**config.mk**
```make
export PLATFORM = sky130hd
export DESIGN_NAME = bcd_operand_entry
export DESIGN_NICKNAME = d
export VERILOG_FILES = /design/src/rtl/bcd_operand_entry_pkg.sv /design/src/rtl/bcd_operand_entry_key_debounce.sv /design/src/rtl/bcd_operand_entry.sv
export SDC_FILE = /design/constraint.sdc
export NUM_CORES = 1
export LEC_CHECK = 0
export ABC_CLOCK_PERIOD_IN_PS = 4050
export BUFFER_PORTS_ARGS = -buffer_cell sky130_fd_sc_hd__buf_2
export CORE_MARGIN = 2
export CORE_UTILIZATION = 66
export CTS_BUF_LIST = sky130_fd_sc_hd__clkbuf_8
export CTS_CLUSTER_SIZE = 30
export DETAILED_ROUTE_END_ITERATION = 7
export PLACE_DENSITY = 0.95
export SETUP_SLACK_MARGIN = 0.02
export SLEW_MARGIN = 0
export SYNTH_ARGS = -nofsm -noshare
export SYNTH_HDL_FRONTEND = slang
export SYNTH_SLANG_ARGS = --single-unit
```
**constraint.sdc**
```tcl
create_clock -name CLOCK_50 -period 4.05 [get_ports CLOCK_50]
set_input_delay 1.215 -clock CLOCK_50 [delete_from_list [all_inputs] [get_ports CLOCK_50]]
set_output_delay 1.215 -clock CLOCK_50 [all_outputs]
set_load 0.1 [all_outputs]
```
**src/rtl/bcd_operand_entry_pkg.sv**
```systemverilog
// Shared constants for the BCD calculator operand-entry stage.
package bcd_operand_entry_pkg;

  localparam int ST_W = 3;

  typedef enum logic [ST_W-1:0] {
    L_HI = 3'd0,
    L_LO = 3'd1,
    R_HI = 3'd2,
    R_LO = 3'd3,
    DONE = 3'd4
  } entry_state_e;

  localparam logic [3:0] BCD_MAX = 4'd9;
  localparam logic       KEY_UP  = 1'b1;

endpackage

```
**src/rtl/bcd_operand_entry_key_debounce.sv**
```systemverilog
// Push-button conditioner: 2-flop synchroniser, stability counter, and a
// registered one-cycle pulse on each debounced press (1 -> 0).
module key_debounce
  import bcd_operand_entry_pkg::*;
#(
  parameter int DEBOUNCE_CYCLES = 500000
) (
  input  logic CLOCK_50,
  input  logic RST_N,
  input  logic key_n,
  output logic press_pulse
);

  localparam int CNT_W = $clog2(DEBOUNCE_CYCLES + 1);
  localparam logic [CNT_W-1:0] CNT_MAX = CNT_W'(DEBOUNCE_CYCLES - 1);

  logic             sync_meta;
  logic             sync_key;
  logic             level;
  logic [CNT_W-1:0] cnt;

  always_ff @(posedge CLOCK_50 or negedge RST_N) begin
    if (!RST_N) begin
      sync_meta   <= KEY_UP;
      sync_key    <= KEY_UP;
      level       <= KEY_UP;
      cnt         <= '0;
      press_pulse <= 1'b0;
    end else begin
      sync_meta   <= key_n;
      sync_key    <= sync_meta;
      press_pulse <= 1'b0;
      if (sync_key == level) begin
        cnt <= '0;
      end else if (cnt == CNT_MAX) begin
        // Level flips only after DEBOUNCE_CYCLES consecutive disagreeing samples.
        level       <= sync_key;
        cnt         <= '0;
        press_pulse <= (sync_key != KEY_UP);
      end else begin
        cnt <= cnt + 1'b1;
      end
    end
  end

endmodule

```
**src/rtl/bcd_operand_entry.sv**
```systemverilog
// Collects two 2-digit BCD operands digit by digit from switches and a button.
// Handshake: OUT_VALID rises with the last digit and holds, with operands frozen,
// until an edge where OUT_VALID & OUT_READY; OUT_READY is ignored while OUT_VALID = 0.
module bcd_operand_entry
  import bcd_operand_entry_pkg::*;
#(
  parameter int DEBOUNCE_CYCLES = 500000
) (
  input  logic            CLOCK_50,
  input  logic            RST_N,
  input  logic            KEY_ENTER,
  input  logic            KEY_CLEAR,
  input  logic [3:0]      DIGIT,
  input  logic            OP_SUB,
  input  logic            OUT_READY,
  output logic [7:0]      LEFT_BCD,
  output logic [7:0]      RIGHT_BCD,
  output logic            SUB_MODE,
  output logic            OUT_VALID,
  output logic [ST_W-1:0] ENTRY_STATE,
  output logic            DIGIT_ERR
);

  logic         enter_pulse;
  logic         clear_pulse;
  logic         digit_ok;
  entry_state_e state;

  key_debounce #(.DEBOUNCE_CYCLES(DEBOUNCE_CYCLES)) u_enter_key (
    .CLOCK_50   (CLOCK_50),
    .RST_N      (RST_N),
    .key_n      (KEY_ENTER),
    .press_pulse(enter_pulse)
  );

  key_debounce #(.DEBOUNCE_CYCLES(DEBOUNCE_CYCLES)) u_clear_key (
    .CLOCK_50   (CLOCK_50),
    .RST_N      (RST_N),
    .key_n      (KEY_CLEAR),
    .press_pulse(clear_pulse)
  );

  assign digit_ok    = (DIGIT <= BCD_MAX);
  assign ENTRY_STATE = state;

  always_ff @(posedge CLOCK_50 or negedge RST_N) begin
    if (!RST_N) begin
      state     <= L_HI;
      LEFT_BCD  <= 8'h00;
      RIGHT_BCD <= 8'h00;
      SUB_MODE  <= 1'b0;
      OUT_VALID <= 1'b0;
      DIGIT_ERR <= 1'b0;
    end else if (clear_pulse) begin
      // Clear dominates a coincident enter; a coincident transfer is simply absorbed.
      state     <= L_HI;
      LEFT_BCD  <= 8'h00;
      RIGHT_BCD <= 8'h00;
      SUB_MODE  <= 1'b0;
      OUT_VALID <= 1'b0;
      DIGIT_ERR <= 1'b0;
    end else begin
      case (state)
        L_HI, L_LO, R_HI, R_LO: begin
          if (enter_pulse && !digit_ok) begin
            DIGIT_ERR <= 1'b1;
          end else if (enter_pulse) begin
            DIGIT_ERR <= 1'b0;
            case (state)
              L_HI:    begin LEFT_BCD[7:4]  <= DIGIT; state <= L_LO; end
              L_LO:    begin LEFT_BCD[3:0]  <= DIGIT; state <= R_HI; end
              R_HI:    begin RIGHT_BCD[7:4] <= DIGIT; state <= R_LO; end
              default: begin
                RIGHT_BCD[3:0] <= DIGIT;
                SUB_MODE       <= OP_SUB;
                OUT_VALID      <= 1'b1;
                state          <= DONE;
              end
            endcase
          end
        end
        DONE: begin
          if (OUT_READY) begin
            OUT_VALID <= 1'b0;
            state     <= L_HI;
          end
        end
        default: begin
          OUT_VALID <= 1'b0;
          state     <= L_HI;
        end
      endcase
    end
  end

endmodule

```
Word level (Yosys, flattened, before mapping) --
Index checks and enable logic that the tools add are counted. W data, S select, Z words.
Storage, ports and cells: memory bits (read-only) 0, memories 0, input port bits 10, word-level logic and storage cells 100, RAM bits 0, latch bits 0, flip-flop bits (word level) 68
Cells by class: shift-type cells 0, magnitude comparators 1, bitwise logic cells 4, divide/modulo/power cells 0, add/subtract/negate cells 2, $mul 0, eq/ne operators 14, reduce and logical (&&, ||, !) cells 20, mux-type cells 41
Operators with widths (count):
- $mux W19 | 4
- $mux W8 | 8
- $add A19 B1 Y19 const B | 2
- $eq A19 B19 Y1 const B | 2
- $reduce_and A4 Y1 | 5
- $mux W1 | 18
- $mux W4 | 4
- $mux W3 | 4
- $reduce_bool A2 Y1 | 5
- $ne A3 B2 Y1 const B | 3
- $pmux W3 S3 | 1
- $eq A3 B2 Y1 const B | 2
- $pmux W3 S2 | 1
- $reduce_and A2 Y1 | 3
- $le A4 B4 Y1 const B | 1
- $ne A2 B1 Y1 const B | 2
- $not A1 Y1 | 4
- $reduce_or A4 Y1 | 1
- $eq A3 B1 Y1 const B | 1
- $eq A3 B3 Y1 const B | 1
- $logic_not A3 Y1 | 1
- $ne A3 B1 Y1 const B | 1
- $reduce_and A3 Y1 | 1
- $reduce_bool A3 Y1 | 1
- 5 further kinds | 6

Longest topological paths before layout --
Gate-level depths: netlist of the first run.
word-level depth 7, mapped depth 6, mapped depth without buffers 5

Hierarchy --
Synthesis of the first run repeated with hierarchy kept, for this count alone.
Unflattened totals: cells, all modules 324, area total of the unflattened synthesis 3398.3 sq um
Modules (own cells, without submodules):
- bcd_operand_entry | instances 1, sequential area each 550.5 sq um, cells each 106, area an instance 1139.8 sq um
- key_debounce (u_enter_key) | instances 1, sequential area each 579.3 sq um, cells each 108, area an instance 1136.1 sq um
- key_debounce (u_clear_key) | instances 1, sequential area each 579.3 sq um, cells each 110, area an instance 1122.3 sq um

Least setup slack after synthesis of the first run --
Ideal clock, no wire load.
path kind input to register, from input port DIGIT[2], to register RIGHT_BCD[0], setup time 120 ps, stages on the path 4, slack 1737 ps, arrival time 2193 ps, path through o21ai_1 -> nand4_1 -> nor2b_1 -> a21o_1
On the way: cells in the longest elaborated chain, start to end 5
RTL lines:
- start, declared | RTL line bcd_operand_entry.sv:13 | input logic [3:0] DIGIT,
- $le A4 B4 Y1 | RTL line bcd_operand_entry.sv:43 | assign digit_ok = (DIGIT <= BCD_MAX);
- $logic_not A1 Y1 | RTL line bcd_operand_entry.sv:65 | if (enter_pulse && !digit_ok) begin
- $logic_and A1 B1 Y1 | RTL line bcd_operand_entry.sv:65
- $ne A2 B1 Y1 (no source line)
- $reduce_and A4 Y1 (no source line)
- end signal, assigned | RTL line bcd_operand_entry.sv:50 | RIGHT_BCD <= 8'h00;
- end signal, assigned | RTL line bcd_operand_entry.sv:58 | RIGHT_BCD <= 8'h00;
- end signal, assigned | RTL line bcd_operand_entry.sv:74 | RIGHT_BCD[3:0] <= DIGIT;
- end, declared | RTL line bcd_operand_entry.sv:17 | output logic [7:0] RIGHT_BCD,
No other way between the ends. A chain may end at the register's enable or synchronous reset.

Worst setup path in the final report of the first run --
from register state[2] (netlist: ENTRY_STATE[2]), to output port ENTRY_STATE[2]
RTL lines:
- start, declared | RTL line bcd_operand_entry.sv:27 | entry_state_e state;
- start signal, assigned | RTL line bcd_operand_entry.sv:48 | state <= L_HI;
- start signal, assigned | RTL line bcd_operand_entry.sv:56 | state <= L_HI;
- start signal, assigned | RTL line bcd_operand_entry.sv:70 | L_HI: begin LEFT_BCD[7:4] <= DIGIT; state <= L_LO; end
- end, declared | RTL line bcd_operand_entry.sv:20 | output logic [ST_W-1:0] ENTRY_STATE,
No word-level cell between the ends.

==> results of run 1 <==
metrics by stage:
stage | power [W] | hold WS (ps) | std cells | area, µm²
6_report | 0.00119 | 362 | 403 | 3580
5_1_grt | 0.00124 | 366 | 403 | 3580
4_1_cts | 0.00121 | 359 | 403 | 3580
3_5_place_dp | 0.000750 | 347 | 387 | 3420
3_3_place_gp | 0.000747 | 347 | 387 | 3420
2_1_floorplan | 0.000725 | 345 | 297 | 3220
synth_stat cells (all sizes together):
master   n
a21oi    7
inv      8
or2      2
nor2b    2
a221oi   1
dfstp    6
buf      5
mux2     2
a21o     5
nor4bb   1
or3      5
a31o     1
nor2    50
nand2   14
o41ai    2
and4     1
nand4   13
nor4    10
nor3b    7
xnor2   23
ha       2
clkbuf   4
nand3   15
nor4b    1
xor2    10
dfrtp   62
nand4b   1
o21ai    5
or4      4
and4bb   1
and3     2
nor3    12
mux2i   13
sequential cells by signal, summed over array words and instances, names as in the netlist, 3 cells and up:
signal and count:
LEFT_BCD 8, ENTRY_STATE 3, u_enter_key.cnt 19, u_clear_key.cnt 19
RIGHT_BCD 8
worst max-delay path by stage:
stage / startpoint / end / depth (start not counted)
finish: ENTRY_STATE[2]$_DFFE_PN0P_ / ENTRY_STATE[2] / 1
global route: ENTRY_STATE[2]$_DFFE_PN0P_ / ENTRY_STATE[2] / 1
CTS: ENTRY_STATE[2]$_DFFE_PN0P_ / ENTRY_STATE[2] / 1
detailed placement: DIGIT[2] / RIGHT_BCD[2]$_DFFE_PN0P_ / 5
global placement: DIGIT[2] / RIGHT_BCD[1]$_DFFE_PN0P_ / 5
floorplan: DIGIT[2] / RIGHT_BCD[0]$_DFFE_PN0P_ / 4
power by group:
part           switching, W  internal, W  total (W)  leakage, nW
Clock              0.000242     0.000214   0.000456       0.0951
Sequential       0.00000799     0.000688   0.000696        0.914
Combinational     0.0000285    0.0000124  0.0000409        0.730
cell families (layout without fill, tap and decap cells):
kind of cell / Yosys count / count (layout) / synth area share
compound gates: 21 / 21 / 0.0528
xor+xnor: 33 / 33 / 0.0897
fa+ha+maj: 2 / 2 / 0.00776
buf+inv: 17 / 56 / 0.0245
flops: 68 / 68 / 0.530
mux: 15 / 15 / 0.0497
simple gates: 141 / 141 / 0.245
layout make-up:
cell class	count	area [µm²]	share of cell area
inverters	8	30.0	0.00839
multi-input cells	212	1440	0.401
repair buffers	32	163	0.0454
well taps	67	83.8	0.0234
clock inverters	7	36.3	0.0101
flip-flops and latches	68	1710	0.477
clock buffers	9	124	0.0346
routing by layer:
layer,share of wire,routed length (µm),global-route usage,vias up
li1,-,-,-,1107
met1,0.44,2730,0.325,1147
met2,0.51,3180,0.404,72
met3,0.037,233,0.0658,13
met4,0.018,112,0.0970,0
met5,0,0,0,-
==> flow_summary.yaml, run 1 <==
clock_tree:
  post-cts-setup-buffer-count: 0
  worstSkewPairLatency_ps: 340
  cts_root_buffer: "clkbuf_8"
  numCtsBuffers: 9
  cts.sinks: 68
  hold_buffers: 0
  clk_path_buf_depth: 2
  path_clk_slew_ps: 70
  htreeDepth: 3
  cts_tree: "built"
  cts_resized: 0
timing:
  setup_ws_ps: 1490
  setup_violations: 0
  finalHoldViolations: 0
  setup_tns_ps: 0
  tightestPinTransition_ps: 948
  grt_setup_unrepaired: "no"
  skew_ps: 7.31
  final_max_slew_viol_count: 0
  slew_headroom: 0.366
  fmax_mhz: 391
  period_needed_ps: 2560
  finalCritPeriodShare: 0.631
layout:
  layout-area-overhead-vs-synth_pct: 11.1
  post-route-util: 0.758
  drive_above_1_share: 0.199
  n_fill_cell: 285
  final_cell_mix: "62 x dfrtp_1, 50 x nor2_1, 31 x buf_2"
  final_common_cell: "dfrtp_1"
  antenna_cells: 0
  final_nets: 343
setup_path:
  startpoint_type: "flip-flop"
  critPathMaxStageDelay_ps: 510
  arrival_ps: 1340
  critPathRequiredTime_ps: 2830
  path_max_fanout: 10
  critPathSlowestCell: "dfrtp_1"
  r2r_start: "u_enter_key.cnt[7]$_DFF_PN0_"
  cp_num_buf_inv: 1
  r2r_slack_ps: 1910
  crit_chain: "buf_2"
  critical_path.reg2reg.endpoint: "u_enter_key.cnt[6]$_DFF_PN0_"
  r2r_cells: 4
  path_class: "reg2out"
  path_delay_family: "flip-flops"
  cp-end-kind: "output pin"
hold_path:
  hold-path-endpoint: "u_enter_key.sync_key$_DFF_PN1_"
  min_path_type: "reg2reg"
  hold_depth: 0
  hold_start: "u_enter_key.sync_meta$_DFF_PN1_"
grt:
  grt_max_degree: 41
  overflow: 0
  grtUsageTotal: 0.251
  grt_first_pass_wirelength_um: 10100
  grt_pass1_vias: 2146
  grt_antenna_before_repair: 0
synthesis:
  synthCells: 297
  yosys_register_bits: 68
  syn_area_mm2: 0.00322
  syn_nets: 309
  ys.warnings.count: 0
  synth_top_cell_area_share: 0.481
  ys_top_cells_by_area: "dfrtp_1 48%, xnor2_1 6.3%, nor2_1 5.8%"
  synthDistinctLibCells: 39
  yosysTopAreaCell: "dfrtp_1"
  yosysSeqAreaShare: 0.530
  avgSynthCellArea_um2: 10.9
detailed_routing:
  antenna_left: 0
  dr.first_iter.drc_count: 179
  drcViolationCount: 0
  wl_um: 6260
  vias_per_cell: 5.80
  drt-wirelength-per-cell_um: 15.5
  dr.pass1.iters: 4
  vias: 2339
place:
  io_buffers: 31
  gp_congestion: 0.822
  dpl_worst_slack_ps: 1280
  hpwl_um: 4300
floorplan:
  die_w_um: 73.9
  io_pins: 32
  core_mm2: 0.00472
  rows: 25
  start_util: 0.682
  die_y_um: 73.9
  die_area_mm2: 0.00546
pwr:
  ir_drop_mv: 0.272
  p_leak_nw: 1.74
  p_per_area_mw_per_mm2: 333
outcome:
  status: "finished, final reports clean"
run:
  max-cap-violations: 0
Power figures use the tool's default switching activity.
==> run 2: changes to the inputs <==
- ABC_CLOCK_PERIOD_IN_PS: 4050 -> 2700
- CORE_UTILIZATION: 66 -> 61
- PLACE_DENSITY: 0.95 -> 0.89
- clock period: 4.05 -> 2.7 ns (I/O delays scaled with it)
==> run 2 against run 1 <==
- register-to-register slack got worse by 1200 ps
- combinational power rose by 63%
- total power up 66%
- non-clock buffer count is 3 higher
==> flow_summary.yaml, run 2 (synthesis gave the netlist of run 1 again) <==
timing:
  finalHoldViolations: 0
  setup_tns_ps: 0
  setup_ws_ps: 553
  slew_headroom: 0.540
  final_max_slew_viol_count: 0
  grt_setup_unrepaired: "no"
  setup_violations: 0
  skew_ps: 6.38
  tightestPinTransition_ps: 691
  period_needed_ps: 2150
  fmax_mhz: 466
  finalCritPeriodShare: 0.795
layout:
  final_nets: 346
  final_cell_mix: "62 x dfrtp_1, 50 x nor2_1, 31 x buf_2"
  antenna_cells: 0
  layout-area-overhead-vs-synth_pct: 13.9
  final_area_mm2: 0.00367
  stdcell_count: 409
  reg_top3: "u_clear_key.cnt x19, u_enter_key.cnt x19"
  post-route-util: 0.719
  final_common_cell: "dfrtp_1"
  n_fill_cell: 350
  drive_above_1_share: 0.212
floorplan:
  die_area_mm2: 0.00588
  rows: 26
  die_y_um: 76.7
  core_mm2: 0.00511
  io_pins: 32
  start_util: 0.631
  die_w_um: 76.7
place:
  dpl_worst_slack_ps: 353
  io_buffers: 31
  gp_congestion: 0.827
  placedInstanceArea_mm2: 0.00346
  dpl.cell_count: 393
  hpwl_um: 4420
setup_path:
  arrival_ps: 1340
  cp-end-kind: "output pin"
  path_class: "reg2out"
  startpoint_type: "flip-flop"
  critPathRequiredTime_ps: 1890
  critPathSlowestCell: "dfrtp_1"
  path_max_fanout: 10
  crit_chain: "buf_2"
  path_delay_family: "flip-flops"
  cp_num_buf_inv: 1
  critPathMaxStageDelay_ps: 500
pwr:
  p_per_area_mw_per_mm2: 539
  p_leak_nw: 1.76
  ir_drop_mv: 0.477
clock_tree:
  path_clk_slew_ps: 80
  hold_buffers: 0
  clk_path_buf_depth: 2
  cts_resized: 0
  worstSkewPairLatency_ps: 350
  cts_tree: "built"
  post-cts-setup-buffer-count: 0
  cts_root_buffer: "clkbuf_8"
  numCtsBuffers: 9
  cts.sinks: 68
  htreeDepth: 3
run:
  max-cap-violations: 0
detailed_routing:
  vias: 2363
  antenna_left: 0
  vias_per_cell: 5.78
  drcViolationCount: 0
  wl_um: 6360
  drt-wirelength-per-cell_um: 15.6
  dr.pass1.iters: 5
  dr.first_iter.drc_count: 95
grt:
  grt_max_degree: 32
  overflow: 0
  grt_first_pass_wirelength_um: 11000
  grt_antenna_before_repair: 0
  grtUsageTotal: 0.240
  grt_pass1_vias: 2335
outcome:
  status: "finished, final reports clean"
hold_path:
  min_path_type: "reg2reg"
-- run 2: changes by cell type in the layout (fill, tap and decap cells not counted) --
cell,change
inv_1,-2
clkinv_4,-1
buf_12,+1
buf_4,+2
inv_6,+1
clkbuf_8,+2
clkinv_2,-3
bufinv_16,+1
clkinvlp_4,+2
-- run 2: final timing paths --
kind / start / endpoint / slack [ps] / depth (start not counted)
max in group asynchronous: RST_N / u_enter_key.level$_DFFE_PN1P_ / 1570 / 2
worst min-delay path: u_enter_key.sync_meta$_DFF_PN1_ / u_enter_key.sync_key$_DFF_PN1_ / 360 / 0
worst max register to register: u_clear_key.cnt[0]$_DFF_PN0_ / u_clear_key.cnt[18]$_DFF_PN0_ / 700 / 5
worst min register to register: u_enter_key.sync_meta$_DFF_PN1_ / u_enter_key.sync_key$_DFF_PN1_ / 360 / 0
min in group asynchronous: RST_N / u_enter_key.cnt[2]$_DFF_PN0_ / 460 / 1
worst max-delay path: ENTRY_STATE[2]$_DFFE_PN0P_ / ENTRY_STATE[2] / 550 / 1
-- run 2: cell type report --
cell class	instances	area, µm²	area share
multi-input cells	212	1440	0.391
clock inverters	5	58.8	0.0160
inverters	8	30.0	0.00818
clock buffers	11	151	0.0413
flip-flops and latches	68	1710	0.466
repair buffers	35	198	0.0539
well taps	70	87.6	0.0239
-- run 2: power breakdown --
part / total (W) / switching [W] / internal, W
clock network: 0.000868 / 0.000390 / 0.000478
logic: 0.0000667 / 0.0000435 / 0.0000231
registers: 0.00104 / 0.0000123 / 0.00103
-- run 2: routing by layer --
| metal | share of wire | wire length (µm) | global-route usage |
|---|---|---|---|
| met5 | 0 | 0 | 0 |
| met4 | 0.022 | 138 | 0.0945 |
| met3 | 0.050 | 315 | 0.0812 |
| met2 | 0.50 | 3180 | 0.371 |
| met1 | 0.43 | 2730 | 0.313 |
-- run 2: metrics by stage --
stage | total power (W) | hold slack, ps
finish | 0.00198 | 362
global route | 0.00205 | 368
CTS | 0.00199 | 366
detailed placement | 0.00113 | 353
global placement | 0.00113 | 353
floorplan | 0.00109 | 345
==> run 3: changes to the inputs <==
- ABC_CLOCK_PERIOD_IN_PS: 2700 -> 1800
- CORE_UTILIZATION: 61 -> 55
- PLACE_DENSITY: 0.89 -> 0.85
- clock period: 2.7 -> 1.8 ns (I/O delays scaled with it)
==> run 3 against run 2 <==
- register-to-register slack worse by 670 ps
- non-clock buffer count up 34
- global-route usage down 0.054 points
- critical path type is now reg2reg
- largest cell class unchanged
- highest routed layer unchanged
==> flow_summary.yaml, run 3 (synthesis gave the netlist of run 1 again) <==
grt:
  grt_pass1_vias: 2455
  grt_first_pass_wirelength_um: 11500
  grt_antenna_before_repair: 0
  use_met3: 0.0685
  grtUsageMet2: 0.406
  overflow: 0
  grtUsageTotal: 0.239
  grt-busiest-layer: "met2"
  grt_max_degree: 69
  grt_use_met1: 0.280
setup_path:
  arrival_ps: 2050
  critical_path.reg2reg.endpoint: "u_enter_key.level$_DFFE_PN1P_"
  cp-end-kind: "flip-flop"
  critPathMaxStageDelay_ps: 560
  crit_chain: "nor4b_2 > nand4_1 > or4_4 > mux2_4"
  critPathSlowestCell: "or4_4"
  r2r_slack_ps: 30
  r2r_cells: 4
  critPathRequiredTime_ps: 2080
  r2r_start: "u_enter_key.cnt[10]$_DFF_PN0_"
  path_class: "reg2reg"
  startpoint_type: "flip-flop"
  path_max_fanout: 4
detailed_routing:
  dr.pass1.iters: 4
  antenna_left: 0
  vias: 2494
  wl_um: 7160
  dr.first_iter.drc_count: 117
  vias_per_cell: 5.60
  drcViolationCount: 0
  drt-wirelength-per-cell_um: 16.1
place:
  io_buffers: 31
  hpwl_um: 4830
  dpl.cell_count: 419
  placedInstanceArea_mm2: 0.00367
  gp_congestion: 0.794
layout:
  final_nets: 380
  reg_top3: "u_clear_key.cnt x19, u_enter_key.cnt x19"
  layout-area-overhead-vs-synth_pct: 25.3
  n_fill_cell: 375
  final_cell_mix: "56 x dfrtp_1, 42 x nor2_1, 36 x buf_4"
  antenna_cells: 0
  seqCellArea_mm2: 0.00172
  final_area_mm2: 0.00404
  drive_above_1_share: 0.343
  final_common_cell: "dfrtp_1"
  stdcell_count: 445
  multi_input_area_mm2: 0.00153
  post-route-util: 0.725
floorplan:
  die_y_um: 80.6
  die_w_um: 80.6
  core_mm2: 0.00557
  rows: 27
  die_area_mm2: 0.00649
  io_pins: 32
  start_util: 0.578
pwr:
  p_leak_nw: 1.95
  ir_drop_mv: 0.705
  finalPower_w: 0.00296
  p_per_area_mw_per_mm2: 732
outcome:
  status: "finished, final reports clean"
timing:
  slew_headroom: 0.668
  setup_violations: 0
  skew_ps: 13.2
  finalHoldViolations: 0
  tightestPinTransition_ps: 501
  period_needed_ps: 1770
  final_max_slew_viol_count: 0
  finalCritPeriodShare: 0.984
  fmax_mhz: 565
  grt_setup_unrepaired: "yes"
clock_tree:
  cts_tree: "built"
  path_clk_slew_ps: 70
  cts_root_buffer: "clkbuf_8"
  cts.sinks: 68
  hold_buffers: 0
  clk_path_buf_depth: 2
  numCtsBuffers: 9
  worstSkewPairLatency_ps: 350
  htreeDepth: 3
run:
  max-cap-violations: 0
hold_path:
  min_path_type: "in2async"
## run 3: cell count changes in the layout (fill, tap and decap cells not counted), sizes merged
| cell | previous run | this run |
|---|---|---|
| buf | 35 | 69 |
| clkbuf | 11 | 9 |
| clkinv | 1 | 5 |
| clkinvlp | 2 | 0 |
## run 3: per-layer routing
layer | share of wire | wire [µm]
met4 | 0.023 | 165
met2 | 0.53 | 3790
met1 | 0.41 | 2950
met3 | 0.037 | 263
met5 | 0 | 0
## run 3: worst max-delay path: cells and delay by family (launching register included)
family,cells,cell delay [ps]
muxes,1,330
and+or+nand+nor,3,980
DFF,1,400
## run 3: how the worst max path moves through the flow
stage / start / cells after the start / end / slack, ps
floorplan: u_clear_key.cnt[0]$_DFF_PN0_ / 5 / u_clear_key.cnt[18]$_DFF_PN0_ / 30
global placement: u_enter_key.cnt[1]$_DFF_PN0_ / 5 / u_enter_key.cnt[18]$_DFF_PN0_ / 50
detailed placement: u_enter_key.cnt[10]$_DFF_PN0_ / 4 / u_enter_key.level$_DFFE_PN1P_ / -10
CTS: u_enter_key.cnt[7]$_DFF_PN0_ / 4 / u_enter_key.level$_DFFE_PN1P_ / 20
global route: u_enter_key.cnt[10]$_DFF_PN0_ / 6 / u_enter_key.cnt[2]$_DFF_PN0_ / -60
finish: u_enter_key.cnt[10]$_DFF_PN0_ / 4 / u_enter_key.level$_DFFE_PN1P_ / 30
## run 3: repair_timing
item                                   4_1_cts  5_1_grt
gates cloned                                 0        1
gates resized for setup                      6       23
pin swaps                                    6       11
setup endpoints to repair                    7       38
buffers inserted                             6        3
endpoints found under the hold margin        0        0
## run 3: per-stage QoR
stage / TNS [ps] / worst slack (ps) / hold WS [ps]
floorplan: 0 / 29.1 / 244
global placement: 0 / 53.6 / 346
detailed placement: -11.8 / -10.3 / 355
CTS: 0 / 15.2 / 201
global route: -943 / -63.7 / 227
finish: 0 / 29.0 / 185
## run 3: power by group
group	leakage (nW)	switching, W	internal (W)
registers	0.904	0.0000160	0.00155
logic	0.940	0.0000812	0.0000629
clock network	0.104	0.000607	0.000645
total	1.95	0.000704	0.00225
## run 3: final cells by class
cell class,instances,area share
clock buffer,9,0.0307
multi-input combinational,212,0.378
timing repair buffer,69,0.118
inverter,8,0.00743
clock inverter,7,0.0186
sequential,68,0.425
tap,72,0.0223
